### config.mk
export PLATFORM = sky130hd
export DESIGN_NAME = bit_serializer
export DESIGN_NICKNAME = d
export VERILOG_FILES = /design/src/rtl/bit_serializer.sv
export SDC_FILE = /design/constraint.sdc
export NUM_CORES = 1
export LEC_CHECK = 0
export ABC_AREA = 0
export CORE_MARGIN = 2
export CORE_UTILIZATION = 50
export CTS_CLUSTER_SIZE = 10
export DETAILED_ROUTE_END_ITERATION = 12
export DONT_BUFFER_PORTS = 1
export PLACE_DENSITY = 0.68
export RECOVER_POWER = 25
export REMOVE_ABC_BUFFERS = 1
export SETUP_SLACK_MARGIN = 0.2
export SLEW_MARGIN = 40
export SYNTH_ARGS = -nofsm -noshare
export SYNTH_HDL_FRONTEND = slang
export SYNTH_SLANG_ARGS = --single-unit
export TNS_END_PERCENT = 1
### constraint.sdc
create_clock -name clk -period 1.97 [get_ports clk]
set_clock_uncertainty 0.15 [all_clocks]
set_input_delay 0.2955 -clock clk [delete_from_list [all_inputs] [get_ports clk]]
set_output_delay 0.2955 -clock clk [all_outputs]
set_load 0.05 [all_outputs]
### src/rtl/bit_serializer.sv
// Parallel-to-serial shifter feeding the "11" pattern detector.
// A one-word holding register lets the next word start right after the current last bit.
module bit_serializer #(
   parameter int WIDTH     = 8,
   parameter bit MSB_FIRST = 1'b1,
   parameter bit IDLE_BIT  = 1'b0
) (
   input  logic             clk,
   input  logic             reset,
   input  logic [WIDTH-1:0] data_in,
   input  logic             data_valid,
   output logic             data_ready,
   output logic             serial_bit,
   output logic             bit_active,
   output logic             word_done
);

   localparam int CW = $clog2(WIDTH);
   localparam logic [CW-1:0] LAST = CW'(WIDTH - 1);

   localparam logic [0:0] IDLE  = 1'b0;
   localparam logic [0:0] SHIFT = 1'b1;

   logic [0:0]       state;
   logic [WIDTH-1:0] sh;
   logic [WIDTH-1:0] hold;
   logic [CW-1:0]    cnt;
   logic             hold_full;
   logic             last_bit;
   logic             free;
   logic             take;

   assign last_bit = (state == SHIFT) && (cnt == LAST);
   assign free     = (state == IDLE) || last_bit;
   assign take     = data_valid && !hold_full;

   always_ff @(posedge clk or posedge reset) begin
      if (reset) begin
         state     <= IDLE;
         sh        <= '0;
         cnt       <= '0;
         hold      <= '0;
         hold_full <= 1'b0;
      end else if (free) begin
         // A held word always wins; data_ready is low then, so no handshake can collide.
         if (hold_full) begin
            sh        <= hold;
            cnt       <= '0;
            state     <= SHIFT;
            hold_full <= 1'b0;
         end else if (take) begin
            sh    <= data_in;
            cnt   <= '0;
            state <= SHIFT;
         end else begin
            state <= IDLE;
         end
      end else begin
         sh  <= MSB_FIRST ? {sh[WIDTH-2:0], 1'b0} : {1'b0, sh[WIDTH-1:1]};
         cnt <= cnt + CW'(1);
         if (take) begin
            hold      <= data_in;
            hold_full <= 1'b1;
         end
      end
   end

   assign data_ready = !hold_full;
   assign bit_active = (state == SHIFT);
   assign word_done  = last_bit;
   assign serial_bit = (state == SHIFT) ? (MSB_FIRST ? sh[WIDTH-1] : sh[0]) : IDLE_BIT;

endmodule

==> metrics.yaml <==
min_path:
  hold_class: "input port to register"
  min_to: "hold_full$_DFFE_PP0P_"
  hold_start: "data_valid"
  worstHoldPathCells: 2
timing:
  drv_slew: 0
  fin_ws_ps: 149
  fin_hold_ws_ps: 9.52
  min_period_ps: 1820
  rsz0062_at_grt: "true"
  fmax_mhz: 549
  hold_violations: 0
  slew_headroom_pct: 48.7
  setup_viol: 0
  period_share_pct: 92.4
  worst_slew_pin_slew_ps: 769
clock_network:
  path_clk_slew_ps: 110
  root_buffer: "clkbuf_4"
  cts_made_buffers: 3
  cts_num_sinks: 21
  htree_levels: 1
  clockBufferDepth: 2
  cts_tree: "done"
  clock_latency_ps: 300
routing:
  first_pass_iters: 4
  wl_met1_um: 821
  met2_wirelength_um: 950
  ant_nets: 0
  vias: 676
  viasPerCell: 5.54
  post-route-drc-count: 0
  wl_per_cell_um: 15.2
  drt-total-wl_um: 1850
  top_layer_used: "met4"
  route.met3.wl_um: 64
  drt_iter0_markers: 22
logic_synthesis:
  syn_area_mm2: 0.00100
  synth-compound-area-share_pct: 14.2
  synth_xor_area_share_pct: 0
  yosys_warnings: 0
  syn_inst: 80
  synth_top_family_by_area: "compound AO/OA/AOI/OAI gates"
  synth.avg_cell_area_um2: 12.5
  synthMuxAreaShare_pct: 13.1
  synth_seq_cells: 21
  synth-adder-area-share_pct: 2.50
  synth.area.top_cells: "dfrtp_1 52%, mux2_4 12%, a221oi_1 3.5%"
  ys_types: 24
  yosysTopAreaCell: "dfrtp_1"
  ys_seq_area_share_pct: 52.4
  synth-simple-area-share_pct: 13.2
  yosysTopAreaCellShare_pct: 52.4
global_routing:
  overflow: 0
  grt_pass1_wl_um: 3310
  grt_util_all_layers_pct: 18.3
  antenna_found_initial: 0
  grt_pass1_vias: 744
  grt_max_degree: 22
worst_setup_path:
  critPathLaunch: "cnt[1]$_DFFE_PP0P_"
  r2r-start: "cnt[1]$_DFFE_PP0P_"
  slowest_delay_ps: 420
  start_kind: "register"
  r2r_slack_ps: 210
  timing.rr.end: "hold[0]$_DFFE_PP0P_"
  cp-end-kind: "output pin"
  path_cells: "ha_2 -> ha_4 -> and2_4 -> buf_8"
  crit_fanout: 3
  ff2ff_path_depth: 5
  cp_top_family: "flip-flops"
  required_ps: 1520
  critical_path_class: "register to output pin"
  path_buf_inv: 1
  critPathArrivalTime_ps: 1380
  slowest_stage: "dfrtp_1"
power_and_ir_drop:
  p_leak_nw: 0.527
  total_power_mw: 1.62
  vdd_drop_max_mv: 0.794
  power-per-cell-area_mw_per_mm2: 1350
floorplanning:
  die_w_um: 48.8
  core-area_mm2: 0.00192
  io-pin-count: 15
  die_h_um: 48.8
  std_cell_rows: 16
  dieArea_mm2: 0.00238
  initial_core_util_pct: 52.1
final_layout:
  area_delta_synth_final_pct: 20.2
  drive_above_1_share_pct: 26.3
  num_antenna_cells: 0
  nets: 109
flow_run:
  drv_cap: 0
placement:
  dp_slack_ps: 96.4
  dp_hpwl_um: 1200
  io_buffers: 0
  routabilityCongestion: 0.734
outcome:
  outcome: "complete, no violations"
## where the power goes
part	internal, mW	switching [mW]	leakage [nW]
Sequential	0.618	0.124	0.255
Clock	0.0789	0.126	0.0150
Combinational	0.367	0.310	0.258
Total	1.06	0.560	0.527
## layout by cell type, fill, tap and decap left out, drive strengths merged, types with 4 or more instances in the layout
cell type | netlist | routed
buf | 5 | 6
dfrtp | 21 | 21
o2bb2ai | 4 | 4
nand2 | 5 | 5
a221oi | 4 | 4
a21oi | 4 | 4
nor2 | 6 | 6
mux2 | 9 | 9
dlygate4sd3 | 0 | 10
clkbuf | 0 | 4
## kinds of logic after synthesis
| group | after synthesis |
|---|---|
| AND/OR/NAND/NOR | 22 |
| flip-flops | 21 |
| AO/OA/AOI/OAI | 18 |
| multiplexers | 9 |
| buffers and inverters | 8 |
| adder cells (fa/ha/maj) | 2 |
## worst max-delay path by stage
stage | to | cells after the start
final | word_done | 4
after global routing | word_done | 4
after CTS | word_done | 4
after detailed placement | sh[1]$_DFFE_PP0P_ | 6
after global placement | sh[7]$_DFFE_PP0P_ | 6
after floorplan | hold[0]$_DFFE_PP0P_ | 5
## Yosys cell counts
library cell and number:
a22o_1 2, ha_1 2, nor2b_4 1, nor2_1 6
a221o_1 3, nor3_4 1, nand2_1 5, o2bb2ai_1 4
buf_6 1, buf_2 3, a21oi_1 4, and2_1 2
nand3b_1 3, inv_1 3, nor2b_1 1, mux2_2 1
mux2_4 8, o21ai_0 1, a221oi_1 4, buf_4 1
dfrtp_1 21, nand2b_1 1, and2_4 1, nand3_1 1
## registers in the layout (all words and copies together) (netlist names)
name        flops
bit_active      1
sh              8
cnt             3
hold_full       1
hold            8
## metal layers
layer	GRT usage, %	up-vias
met1	23.3	339
met3	3.07	2
met2	31.1	12
li1	-	323
met5	0	-
met4	7.14	0
## final cells by class
type,count,area [um^2]
clock buffer,4,26.3
fill,170,717
inverter,3,11.3
multi-input combinational,51,452
sequential,21,526
tap,27,33.8
timing repair buffer,16,156
## metrics by stage
step | cell area [um^2] | std cells | util [%] | setup TNS, ps
6_report | 1200 | 122 | 62.7 | 0
5_1_grt | 1200 | 122 | 62.7 | 0
4_1_cts | 1200 | 122 | 62.4 | 0
3_5_place_dp | 1040 | 107 | 54.1 | 0
3_3_place_gp | 1040 | 107 | 54.1 | 0
2_1_floorplan | 968 | 75 | - | -3080
## repair_timing
item                                    4_1_cts  5_1_grt
pin swaps                                     1        1
endpoints found under the setup margin       12       12
hold buffers                                 10        0
gates resized for setup                       6        2
setup buffers                                 1        0
endpoints found under the hold margin        30        0
Power figures use the tool's default switching activity.
